**config.mk**
```make
export PLATFORM = sky130hd
export DESIGN_NAME = seq_detector
export DESIGN_NICKNAME = d
export VERILOG_FILES = /design/src/rtl/seq_det_pkg.sv /design/src/rtl/seq_detector_sat_counter.sv /design/src/rtl/seq_detector.sv
export SDC_FILE = /design/constraint.sdc
export NUM_CORES = 1
export LEC_CHECK = 0
export CORE_UTILIZATION = 36
export CTS_BUF_LIST = sky130_fd_sc_hd__clkbuf_8
export DETAILED_ROUTE_END_ITERATION = 6
export DONT_BUFFER_PORTS = 1
export PLACE_DENSITY_LB_ADDON = 0.25
export SLEW_MARGIN = 20
export SYNTH_ARGS = -nofsm -noshare
export SYNTH_HDL_FRONTEND = slang
export SYNTH_SLANG_ARGS = --single-unit
```
**constraint.sdc**
```tcl
create_clock -name clock -period 1.6 [get_ports clock]
set_input_delay 0.4 -clock clock [delete_from_list [all_inputs] [get_ports clock]]
set_output_delay 0.4 -clock clock [all_outputs]
set_load 0.01 [all_outputs]
```
**src/rtl/seq_det_pkg.sv**
```systemverilog
// Shared constants and elaboration-time pattern analysis for the serial
// sequence detector: failure (border) function and next-depth function.
package seq_det_pkg;

  localparam int         DEF_PAT_W   = 4;
  localparam logic [3:0] DEF_PATTERN = 4'b1011;
  localparam bit         DEF_OVERLAP = 1'b1;
  localparam int         DEF_CNT_W   = 8;
  localparam int         MAX_PAT_W   = 16;

  typedef logic [MAX_PAT_W-1:0] pat_t;

  // Bit i of the pattern in arrival order (i = 0 is the first bit received).
  function automatic logic pat_bit(input pat_t pat, input int w, input int i);
    pat_t s;
    s = pat >> (w - 1 - i);
    return s[0];
  endfunction

  // Longest proper border of the first q pattern bits.
  function automatic int fail_len(input pat_t pat, input int w, input int q);
    logic ok;
    for (int k = q - 1; k > 0; k--) begin
      ok = 1'b1;
      for (int j = 0; j < k; j++)
        if (pat_bit(pat, w, q - k + j) != pat_bit(pat, w, j)) ok = 1'b0;
      if (ok) return k;
    end
    return 0;
  endfunction

  // Depth reached from depth d on bit b: the longest pattern prefix that is a
  // suffix of (prefix_d, b). A result of w means the pattern just completed.
  function automatic int next_depth(input pat_t pat, input int w, input int d, input logic b);
    logic ok;
    logic sb;
    int   idx;
    for (int k = d + 1; k > 0; k--) begin
      ok = 1'b1;
      for (int j = 0; j < k; j++) begin
        idx = d + 1 - k + j;
        sb  = (idx == d) ? b : pat_bit(pat, w, idx);
        if (sb != pat_bit(pat, w, j)) ok = 1'b0;
      end
      if (ok) return k;
    end
    return 0;
  endfunction

endpackage

```
**src/rtl/seq_detector_sat_counter.sv**
```systemverilog
// Saturating up-counter with synchronous clear; holds at all-ones.
module sat_counter #(
  parameter int CNT_W = 8
) (
  input  logic             clock,
  input  logic             reset,
  input  logic             inc,
  input  logic             clr,
  output logic [CNT_W-1:0] count
);

  // NOTE: sequential state uses non-blocking (<=) so every register samples
  // its inputs from the same pre-edge values; blocking here would race.
  always_ff @(posedge clock) begin
    if (reset || clr)
      count <= '0;
    else if (inc && (count != {CNT_W{1'b1}}))
      count <= count + 1'b1;
  end

endmodule

```
**src/rtl/seq_detector.sv**
```systemverilog
// KMP-style serial pattern detector: depth register driven by constant
// transition tables built from PATTERN, plus a saturating match counter.
module seq_detector
  import seq_det_pkg::*;
#(
  parameter int             PAT_W   = DEF_PAT_W,
  parameter logic [PAT_W-1:0] PATTERN = PAT_W'(DEF_PATTERN),
  parameter bit             OVERLAP = DEF_OVERLAP,
  parameter int             CNT_W   = DEF_CNT_W
) (
  input  logic             clock,
  input  logic             reset,
  input  logic             x_in,
  input  logic             x_valid,
  input  logic             clear_cnt,
  output logic             y_out,
  output logic             busy,
  output logic [CNT_W-1:0] match_cnt
);

  localparam int IDX_W  = $clog2(PAT_W);
  localparam int BORDER = fail_len(pat_t'(PATTERN), PAT_W, PAT_W);
  localparam int RESTART = OVERLAP ? BORDER : 0;

  logic [IDX_W-1:0] depth, depth_nxt;
  logic             hit;

  // Constant tables indexed by [depth][bit]; a completed pattern maps straight
  // to the post-match restart depth so depth never needs to hold PAT_W.
  logic [IDX_W-1:0] dep_tbl [PAT_W][2];
  logic             hit_tbl [PAT_W][2];

  for (genvar d = 0; d < PAT_W; d++) begin : g_depth
    for (genvar b = 0; b < 2; b++) begin : g_bit
      localparam int NXT = next_depth(pat_t'(PATTERN), PAT_W, d, 1'(b));
      assign hit_tbl[d][b] = (NXT == PAT_W);
      assign dep_tbl[d][b] = (NXT == PAT_W) ? IDX_W'(RESTART) : IDX_W'(NXT);
    end
  end

  // NOTE: defaults first so every path assigns every output; no latch inferred.
  always_comb begin
    depth_nxt = depth;
    hit       = 1'b0;
    if (x_valid) begin
      depth_nxt = dep_tbl[depth][x_in];
      hit       = hit_tbl[depth][x_in];
    end
  end

  always_ff @(posedge clock) begin
    if (reset) begin
      depth <= '0;
      y_out <= 1'b0;
      busy  <= 1'b0;
    end else begin
      depth <= depth_nxt;
      y_out <= hit;
      busy  <= (depth_nxt != '0);
    end
  end

  sat_counter #(.CNT_W(CNT_W)) u_cnt (
    .clock (clock),
    .reset (reset),
    .inc   (hit),
    .clr   (clear_cnt),
    .count (match_cnt)
  );

endmodule

```
==> PnR_summary.wiki <==
{| class="wikitable"
! Metric !! Value
|-
| Global-route wire length before repair || 1740 um
|-
| Synth Instances || 59
|-
| Number of antenna cells inserted || 0
|-
| Leading cell types in the layout, fill and taps excluded || 12 x sky130_fd_sc_hd__dfxtp_1, 7 x sky130_fd_sc_hd__nor2_1, 6 x sky130_fd_sc_hd__a21oi_1, 6 x sky130_fd_sc_hd__buf_4, 5 x sky130_fd_sc_hd__nand3_1
|-
| Drt pass-1 iters || 4
|-
| Critical setup path kind || reg -> reg
|-
| Number of resized instances in the post-cts repair step || 0
|-
| Max Cap Viol || 0
|-
| Remaining max-slew budget at the tightest pin || 74.6%
|-
| Critical path launch point || u_cnt.count[2]
|-
| Horizontal extent of the die || 40.0 um
|-
| Count of boundary I/O pins || 15
|-
| Util after Layout || 47.2%
|-
| Clock tree from TritonCTS || yes
|-
| Std-Cell Rows || 13
|-
| Highest clock rate || 700 MHz
|-
| Number of DRC violations after detailed routing || 0
|-
| Startpoint of the tightest hold check path || reset
|-
| Data required time at the worst endpoint || 1.77 ns
|-
| Worst EP arrival || 1.60 ns
|-
| Main combinational cell family by area after synthesis || simple AND/OR/NAND/NOR gates
|-
| Clk pin slew, worst setup/hold paths || 0.05 ns
|-
| Sequential cell area fraction in the yosys report || 46.2%
|-
| Post-synthesis share of cell area spent on full adders, half adders and majority gates || 2.40%
|-
| Transition at the pin with the smallest max-transition slack || 0.376 ns
|-
| Total area of multi-input combinational cells || 273 um2
|-
| Hold Crit Class || in -> reg
|-
| Total Routed Length || 1030 um
|-
| Post-Synth Simple-Gate Area || 31.7%
|-
| Insertion delay of the later-clocked pin in the worst-skew pair || 0.23 ns
|-
| Setup tns final || 0 ns
|-
| Overall track demand over capacity in global routing || 17.8%
|-
| Per-cell via count in the routed design || 5.56
|-
| Die ar. || 0.00160 mm2
|-
| Clock period minus final worst setup slack || 1.43 ns
|-
| Compound-Gate Fraction of Synth Area || 12.7%
|-
| Count of antenna-violating nets left after detailed routing || 0
|-
| Final Max Tran Viols || 0
|-
| Number of warning messages in the yosys log || 0
|-
| Synth Net Count || 65
|-
| Leakage power || 0.235 nW
|-
| Kind of launch point of the worst setup path || flop
|-
| Number of hold violations in the final report || 0
|-
| Post-route clock skew || 0.000536 ns
|-
| Placed cell count || 79
|-
| Cell variety after synth || 26
|-
| Max Root-Sink Buffers || 2
|-
| Status || finished, final reports clean
|-
| Fraction of synthesized area in multiplexers || 3.85%
|-
| Post-synthesis sequential element count || 12
|-
| Final instance count without filler cells || 82
|-
| Maximum ir drop on the vdd rail || 0.455 mV
|-
| Final setup violating endpoints || 0
|-
| Power density relative to cell area || 933 mW/mm2
|-
| Commonest non-fill, non-tap cell in the layout || sky130_fd_sc_hd__dfxtp_1
|-
| CORE AREA || 0.00132 mm2
|-
| Die height || 40.0 um
|-
| Post-synthesis share of cell area spent on xor and xnor gates || 1.68%
|-
| Number of antenna violations at the first check in global routing || 0
|-
| Final GP Congestion || 0.776
|-
| Aggregate global routing overflow || 0
|-
| Final HPWL from detailed placement || 774 um
|-
| Syn avg cell area || 8.82 um2
|-
| Average wire length per cell after detail routing || 12.5 um
|-
| Endpoint type of the worst setup path || flop
|-
| Net count of the finished layout || 75
|-
| Number of DRC markers in iteration 0 || 9
|-
| Crit path max fanout || 5
|-
| Pin count of the biggest net entering global routing || 9
|-
| Reg2reg start || u_cnt.count[2]
|-
| Setup repair after global routing missed its margin || false
|-
| Layout cells sized above 1 || 17.9%
|-
| Number of global-route vias before repair || 413
|-
| Power Total || 580 uW
|-
| Number of buffers created by CTS || 3
|-
| Seq. cell area || 240 um2
|-
| Clock root buffer || sky130_fd_sc_hd__clkbuf_8
|-
| Post-CTS Hold Fix Bufs || 0
|-
| Via count of the routed design || 456
|-
| Layout overhead on the synthesized area || 19.5%
|-
| Area of the mapped netlist || 520 um2
|-
| Number of fillers in the final layout || 124
|-
| Initial Util || 39.5%
|-
| Number of sinks on the clock net || 12
|-
| Share of the clock period used by the worst path || 89.2%
|-
| H-tree level count || 1
|-
| Number of buffers inserted by post-CTS setup repair || 0
|-
| I/O Buffers || 0
|}
## where the power goes
group	switching (mW)	leakage (nW)	internal [mW]
clock network	0.0965	0.0216	0.165
logic	0.00667	0.116	0.00464
registers	0.00378	0.0971	0.304
## worst max-delay path, cell delays in order (launching register included)
cell	delay, ns
sky130_fd_sc_hd__dfxtp_1	0.44
sky130_fd_sc_hd__nand3_1	0.13
sky130_fd_sc_hd__or2_1	0.26
sky130_fd_sc_hd__or4_1	0.40
sky130_fd_sc_hd__a21oi_1	0.14
## cell type report
cell class / count / share of cell area [%]
inverters: 1 / 0.604
multi-input cells: 45 / 43.9
well taps: 15 / 3.02
clock buffers: 3 / 6.64
repair buffers: 6 / 7.24
flip-flops and latches: 12 / 38.6
## synth_stat cells
cell type	n	area share [%]
sky130_fd_sc_hd__nand4_1	1	1.2
sky130_fd_sc_hd__a31oi_1	1	1.2
sky130_fd_sc_hd__and3_1	1	1.2
sky130_fd_sc_hd__nor2_1	7	5.0
sky130_fd_sc_hd__and4_1	1	1.7
sky130_fd_sc_hd__ha_1	1	2.4
sky130_fd_sc_hd__o31ai_1	1	1.4
sky130_fd_sc_hd__o21ai_0	3	2.9
sky130_fd_sc_hd__or2_2	1	1.2
sky130_fd_sc_hd__or4_1	1	1.4
sky130_fd_sc_hd__xor2_1	1	1.7
sky130_fd_sc_hd__a21oi_1	6	5.8
sky130_fd_sc_hd__clkbuf_1	1	0.72
sky130_fd_sc_hd__nor3b_1	1	1.4
sky130_fd_sc_hd__nand3_1	5	4.8
sky130_fd_sc_hd__mux2i_1	2	3.8
sky130_fd_sc_hd__nand2_1	3	2.2
sky130_fd_sc_hd__and4b_1	1	1.9
sky130_fd_sc_hd__nor3_1	3	2.9
sky130_fd_sc_hd__nand4_2	1	2.4
sky130_fd_sc_hd__or3_1	1	1.2
sky130_fd_sc_hd__or2_1	1	1.2
sky130_fd_sc_hd__a211oi_1	1	1.4
sky130_fd_sc_hd__and4_2	1	1.9
sky130_fd_sc_hd__inv_1	1	0.72
sky130_fd_sc_hd__dfxtp_1	12	46
## metal layers
layer	global-route usage, %	vias to the layer above	share of wire (%)
met5	0	-	0
met1	19.4	204	49
li1	-	238	-
met4	12.9	0	2.0
met2	25.4	10	42
met3	10.0	4	7.2
## path summary, 6_finish.rpt
| path | slack, ns | cells past startpoint | end |
|---|---|---|---|
| min | 0.23 | 1 | busy |
| max | 0.17 | 4 | u_cnt.count[5] |
| max reg2reg | 0.17 | 4 | u_cnt.count[5] |
| min reg2reg | 0.51 | 2 | depth[1] |
## registers in the layout, summed over array words and instances, names as in the netlist
| signal | flops |
|---|---|
| depth | 2 |
| busy | 1 |
| u_cnt.count | 8 |
| y_out | 1 |
## cells by family (layout without fill, tap and decap cells)
logic type,count (synthesis),after routing
compound gates,12,12
xor+xnor,1,1
fa+ha+maj,1,1
buf+inv,2,10
flops,12,12
mux,2,2
simple gates,29,29
## stage by stage
stage	hold WS [ns]	setup WS, ns	cell area, um2
floorplan	0.468	0.219	520
global placement	0.473	0.186	581
detailed placement	0.473	0.186	581
CTS	0.221	0.170	622
global route	0.226	0.0150	622
finish	0.230	0.172	622
No activity file was read; power rests on OpenSTA's default activity.
